==> src/rtl/pet_video_pkg.sv <==
// pet_video_pkg: shared types and constants for the character-mode pixel pipe.
//   fetch_state_t  : per-slot VRAM/char-ROM fetch sequencer states
//   PHASE_W        : width of the 16-step intra-slot phase counter
//   BLANK_PATTERN  : glyph row used when nothing valid was fetched
//   REVERSE_BIT    : screen-code bit that selects reverse video
package pet_video_pkg;

  typedef enum logic [2:0] {
    IDLE,
    VRAM_REQ,
    VRAM_WAIT,
    ROM_REQ,
    ROM_WAIT,
    DONE
  } fetch_state_t;

  localparam int         PHASE_W       = 4;
  localparam logic [7:0] BLANK_PATTERN = 8'h00;
  localparam int         REVERSE_BIT   = 7;

  // Reverse video inverts the whole glyph row when the code's top bit is set.
  function automatic logic [7:0] apply_reverse(input logic [7:0] row, input logic [7:0] code);
    return row ^ {8{code[REVERSE_BIT]}};
  endfunction

endpackage

==> src/rtl/pixel_shifter.sv <==
// pixel_shifter: parallel-in / serial-out glyph row shifter.
//   i_clk, i_rst : clock, async active-high reset
//   i_load       : load i_data (has priority over shift)
//   i_shift      : shift left one place, zero fill
//   i_data       : glyph row, MSB = leftmost pixel
//   o_msb        : current pixel
module pixel_shifter #(
  parameter int W = 8
) (
  input  logic         i_clk,
  input  logic         i_rst,
  input  logic         i_load,
  input  logic         i_shift,
  input  logic [W-1:0] i_data,
  output logic         o_msb
);

  logic [W-1:0] r_sr;

  always_ff @(posedge i_clk or posedge i_rst) begin
    if (i_rst)        r_sr <= '0;
    else if (i_load)  r_sr <= i_data;
    else if (i_shift) r_sr <= {r_sr[W-2:0], 1'b0};
  end

  assign o_msb = r_sr[W-1];

endmodule

==> src/rtl/video_pixel_pipe.sv <==
// video_pixel_pipe: per character slot, latches crtc ma/ra/de, fetches the screen
// code from VRAM and the glyph row from char ROM, then serialises that row during
// the following slot. Syncs are delayed one slot to stay aligned with the pixels.
//   clk16_i/reset_i        : 16 MHz clock, async active-high reset
//   cclk_en_i              : slot boundary strobe (every 16 clocks)
//   de_i/ma_i/ra_i/gfx_i   : crtc display enable, refresh/raster address, charset
//   h_sync_i/v_sync_i      : crtc syncs -> h_sync_o/v_sync_o (one slot later)
//   vram_req_o/addr/valid/data : VRAM read handshake (req held until valid)
//   rom_req_o/addr/valid/data  : char ROM read handshake (req held until valid)
//   video_o                : pixel, 2 clocks per pixel
//   underrun_o             : 1-cycle pulse when a fetch misses its slot deadline
module video_pixel_pipe
  import pet_video_pkg::*;
#(
  parameter int VRAM_AW       = 11,
  parameter int ROM_AW        = 11,
  parameter int TIMEOUT_PHASE = 14
) (
  input  logic               clk16_i,
  input  logic               reset_i,
  input  logic               cclk_en_i,
  input  logic               de_i,
  input  logic [13:0]        ma_i,
  input  logic [4:0]         ra_i,
  input  logic               h_sync_i,
  input  logic               v_sync_i,
  input  logic               gfx_i,
  output logic               vram_req_o,
  output logic [VRAM_AW-1:0] vram_addr_o,
  input  logic               vram_valid_i,
  input  logic [7:0]         vram_data_i,
  output logic               rom_req_o,
  output logic [ROM_AW-1:0]  rom_addr_o,
  input  logic               rom_valid_i,
  input  logic [7:0]         rom_data_i,
  output logic               video_o,
  output logic               h_sync_o,
  output logic               v_sync_o,
  output logic               underrun_o
);

  logic [PHASE_W-1:0] r_phase;
  fetch_state_t       r_state, w_state_nxt;
  logic [VRAM_AW-1:0] r_ma;
  logic [4:0]         r_ra;
  logic               r_gfx, r_hs, r_vs, r_hs_d, r_vs_d;
  logic [7:0]         r_code, r_pattern, w_pattern_nxt, w_load_data;
  logic               r_underrun, w_underrun_nxt, w_code_we;
  logic               w_active;
  logic               w_unused_ma;

  assign w_unused_ma = ^ma_i[13:VRAM_AW];

  // Phase realigns to the strobe so pixel timing never drifts from the crtc.
  always_ff @(posedge clk16_i or posedge reset_i) begin
    if (reset_i)        r_phase <= '0;
    else if (cclk_en_i) r_phase <= '0;
    else                r_phase <= r_phase + 1'b1;
  end

  always_ff @(posedge clk16_i or posedge reset_i) begin
    if (reset_i) begin
      r_ma   <= '0;
      r_ra   <= '0;
      r_gfx  <= 1'b0;
      r_hs   <= 1'b0;
      r_vs   <= 1'b0;
      r_hs_d <= 1'b0;
      r_vs_d <= 1'b0;
    end else if (cclk_en_i) begin
      r_ma   <= ma_i[VRAM_AW-1:0];
      r_ra   <= ra_i;
      r_gfx  <= gfx_i;
      r_hs   <= h_sync_i;
      r_vs   <= v_sync_i;
      r_hs_d <= r_hs;
      r_vs_d <= r_vs;
    end
  end

  always_ff @(posedge clk16_i or posedge reset_i) begin
    if (reset_i) r_state <= IDLE;
    else         r_state <= w_state_nxt;
  end

  assign w_active = (r_state != IDLE) && (r_state != DONE);

  always_comb begin
    w_state_nxt    = r_state;
    w_pattern_nxt  = r_pattern;
    w_code_we      = 1'b0;
    w_underrun_nxt = 1'b0;
    // A slot that never reached DONE has nothing trustworthy to show.
    w_load_data    = (r_state == DONE) ? r_pattern : BLANK_PATTERN;
    if (cclk_en_i) begin
      w_underrun_nxt = w_active;
      if (de_i) begin
        w_state_nxt = VRAM_REQ;
      end else begin
        w_state_nxt   = DONE;
        w_pattern_nxt = BLANK_PATTERN;
      end
    end else begin
      unique case (r_state)
        VRAM_REQ:  w_state_nxt = VRAM_WAIT;
        VRAM_WAIT: begin
          if (vram_valid_i) begin
            w_code_we = 1'b1;
            // Raster rows 8+ are the inter-line gap: no glyph data, only reverse fill.
            if (r_ra[4:3] == 2'b00) begin
              w_state_nxt = ROM_REQ;
            end else begin
              w_state_nxt   = DONE;
              w_pattern_nxt = apply_reverse(BLANK_PATTERN, vram_data_i);
            end
          end
        end
        ROM_REQ:   w_state_nxt = ROM_WAIT;
        ROM_WAIT: begin
          if (rom_valid_i) begin
            w_state_nxt   = DONE;
            w_pattern_nxt = apply_reverse(rom_data_i, r_code);
          end
        end
        default:   w_state_nxt = r_state;
      endcase
      // Deadline: a fetch still unresolved after this phase is abandoned blank.
      if (w_active && (w_state_nxt != DONE) && (r_phase == PHASE_W'(TIMEOUT_PHASE))) begin
        w_state_nxt    = DONE;
        w_pattern_nxt  = BLANK_PATTERN;
        w_underrun_nxt = 1'b1;
      end
    end
  end

  always_ff @(posedge clk16_i or posedge reset_i) begin
    if (reset_i) begin
      r_code     <= '0;
      r_pattern  <= '0;
      r_underrun <= 1'b0;
    end else begin
      if (w_code_we) r_code <= vram_data_i;
      r_pattern  <= w_pattern_nxt;
      r_underrun <= w_underrun_nxt;
    end
  end

  // Shift on odd phases: pixel n spans phases 2n and 2n+1.
  pixel_shifter #(.W(8)) u_shifter (
    .i_clk   (clk16_i),
    .i_rst   (reset_i),
    .i_load  (cclk_en_i),
    .i_shift (r_phase[0]),
    .i_data  (w_load_data),
    .o_msb   (video_o)
  );

  assign vram_req_o  = (r_state == VRAM_REQ) || (r_state == VRAM_WAIT);
  assign rom_req_o   = (r_state == ROM_REQ)  || (r_state == ROM_WAIT);
  assign vram_addr_o = r_ma;
  assign rom_addr_o  = ROM_AW'({r_gfx, r_code[6:0], r_ra[2:0]});
  assign h_sync_o    = r_hs_d;
  assign v_sync_o    = r_vs_d;
  assign underrun_o  = r_underrun;

endmodule
==> config.mk <==
export PLATFORM = sky130hd
export DESIGN_NAME = video_pixel_pipe
export DESIGN_NICKNAME = d
export VERILOG_FILES = /design/src/rtl/pet_video_pkg.sv /design/src/rtl/pixel_shifter.sv /design/src/rtl/video_pixel_pipe.sv
export SDC_FILE = /design/constraint.sdc
export NUM_CORES = 1
export LEC_CHECK = 0
export BUFFER_PORTS_ARGS = -buffer_cell sky130_fd_sc_hd__buf_4
export CAP_MARGIN = 5
export CORE_UTILIZATION = 58
export CTS_BUF_LIST = sky130_fd_sc_hd__clkbuf_8
export DETAILED_ROUTE_END_ITERATION = 12
export PLACE_DENSITY = 0.95
export SLEW_MARGIN = 15
export SYNTH_ARGS = -nofsm -noshare
export SYNTH_HDL_FRONTEND = slang
export SYNTH_SLANG_ARGS = --single-unit
==> constraint.sdc <==
create_clock -name clk16_i -period 4.47 [get_ports clk16_i]
set_input_delay 0.894 -clock clk16_i [delete_from_list [all_inputs] [get_ports clk16_i]]
set_output_delay 0.894 -clock clk16_i [all_outputs]
set_load 0.05 [all_outputs]
==> qor.txt <==
Port Buffers: 68
core area: 4060 um^2
Critical Path Start Type: register
placer congestion estimate: 0.806
top cell type's share of synthesized area: 53.3%
status: complete, no violations
post-layout util: 73.9%
Max clock buf depth: 2
routed vias/inst: 5.31
crit path time final: 2590 ps
post-CTS setup buffers: 0
Seq cells post-synth: 53
Synth Instances: 202
Required @ worst endpoint: 3580 ps
leakage: 1.39 nW
Seq pwr share: 50.5%
Netlist cell types: 35
Clock power frac: 24.4%
# hold bufs at CTS: 0
Worst Hold Class: register to register
Die W: 67.5 um
area grow syn2layout: 20.5%
Final Hold Viols: 0
# rows: 23
Worst slew margin: 41.6%
Routed Antenna Nets: 0
Fmax: 0.386 GHz
Layout Cells excl Fill: 306
Setup Skew: 7.48 ps
Pint: 741 uW
critical path arrival: 1690 ps
max_cap viols: 0
CTS tree: yes
RSZ-0062 raised after global routing: false
Net Sw Frac: 33.0%
Setup crit end kind: output pin
power share of the combinational group: 25.0%
Detailed Route WL: 4500 um
clock root buffer: clkbuf_8
first-pass iteration count of the detailed router: 5
Placed Area: 2910 um^2
# fillers: 252
crit path cell chain: nor3b_4 -> nand2b_1 -> buf_4
Die Y: 67.5 um
power per cell area: 369 nW/um^2
Initial Util: 61.4%
Synth area leader: dfrtp_1
Area contributors post-synth: dfrtp_1 53%, mux2_1 13%, buf_4 3.6%, xnor2_1 3.5%, mux2i_1 2.8%
dpl cells: 298
Worst path slowest cell: dfrtp_1
layout cells sized above 1: 33.2%
highest routed metal layer: met4
pin count of the biggest net entering global routing: 54
PostCTS Resize Cnt: 0
Met2 Wirelength: 2420 um
Die ar.: 4560 um^2
worst setup path class: register to output pin
post-DP HPWL: 3330 um
syn_nets: 248
Switch Pwr: 365 uW
mapped cell area: 2490 um^2
Clock H-tree levels: 2
Iteration-0 DRC Markers: 84
nets: 301
post-layout instance area: 3000 um^2
total negative slack: 0 ps
most frequent cells in the layout: 68 x buf_4, 53 x dfrtp_1, 29 x mux2_1, 16 x nand2_1
Min Hold Slack: 493 ps
GR Util All Layers: 21.7%
I/O pin count: 72
Reg clk slew, reported paths: 90 ps
Final Slew Violations: 0
ANT cells: 0
Ys Warns: 0
WL/cell: 14.7 um
initial antenna violation count: 0
first-pass GRT wire length: 7330 um
worst skew pair latency: 310 ps
met1 WL: 1790 um
number of global-route vias before repair: 1638
Avg Cell Area, Syn: 12.3 um^2
# DRC: 0
Peak VDD IR: 0.000258 V
fin crit share: 57.9%
crit-path max FO: 11
worst-margin pin slew: 875 ps
CTS Buf Count: 5
max incr delay on CP: 530 ps
count of final setup violators: 0
leading cell type in the layout, fill and taps excluded: buf_4
met3 wire len: 221 um
post-synthesis sequential area ratio: 53.3%
GRT overflow: 0
DR vias: 1625
# clock sinks: 53
-- flip-flops by register name (all words and copies together) (netlist names) --
register / count
vram_addr_o: 11
r_code: 8
r_pattern: 8
u_shifter.r_sr: 8
r_ra: 5
r_phase: 4
r_state: 3
h_sync_o: 1
r_gfx: 1
r_hs: 1
r_vs: 1
underrun_o: 1
v_sync_o: 1
-- synth_stat cells (all sizes together) --
master and n:
dfrtp 53, mux2 29, buf 19, nand2 17
inv 11, xnor2 10, o21ai 9, o2bb2ai 8
mux2i 7, nor2 7, a21oi 4, clkbuf 3
nand3 3, nor2b 3, a22o 2, ha 2
o21bai 2, or2 2, xor2 2, a32oi 1
and3 1, and4bb 1, nand2b 1, nand3b 1
nor3b 1, o2111ai 1, o21a 1, o2bb2a 1
-- layer usage --
metal,GRT usage [%],up-vias
li1,-,777
met1,23.9,797
met2,39.2,44
met3,5.74,7
met4,8.78,0
met5,0,-
-- area by class of cell --
type | instances | area, um^2 | share of cell area [%]
Tap cell | 50 | 62.6 | 2.09
Multi-Input combinational cell | 116 | 967 | 32.2
Inverter | 11 | 42.5 | 1.42
Timing Repair Buffer | 68 | 510 | 17.0
Sequential cell | 53 | 1330 | 44.2
Clock inverter | 3 | 21.3 | 0.709
Clock buffer | 5 | 68.8 | 2.29
-- metrics by stage --
step                      total power, mW  setup slack (ps)
after floorplan                     0.773              2250
after CTS                            1.11              1870
after detailed placement            0.847              2060
after global placement              0.836              2110
final                                1.11              1880
after global routing                 1.15              1770
-- cell families after synthesis --
kind of cell	count (synthesis)	synth area share [%]
flip-flops	53	53.3
AND/OR/NAND/NOR	37	7.84
multiplexers	36	15.9
buffers and inverters	33	7.89
AO/OA/AOI/OAI	29	9.85
XOR/XNOR	12	4.22
adder cells (fa/ha/maj)	2	1.00
-- final timing paths --
check	from	to	slack, ps	cells past startpoint
max	r_state[1]	rom_req_o	1880	3
min	h_sync_o	h_sync_o	490	1
max reg2reg	r_state[1]	r_code[4]	2400	3
min reg2reg	h_sync_o	h_sync_o	490	1
max in group asynchronous	reset_i	r_pattern[4]	3200	2
min in group asynchronous	reset_i	r_code[0]	730	2
-- power groups by stage --
stage                     registers [mW]  logic (mW)  clock network, mW
after floorplan                    0.601       0.172                  0
after global placement             0.564       0.272                  0
after detailed placement           0.568       0.279                  0
after CTS                          0.559       0.279              0.274
after global routing               0.565       0.292              0.291
final                              0.558       0.277              0.270
-- worst max-delay path: cells and delay by family, from the launching register on --
kind / cells / cell delay [ps]
flip-flops: 1 / 530
buffers and inverters: 1 / 200
AND/OR/NAND/NOR: 2 / 660
(Power assumes the default switching activity.)
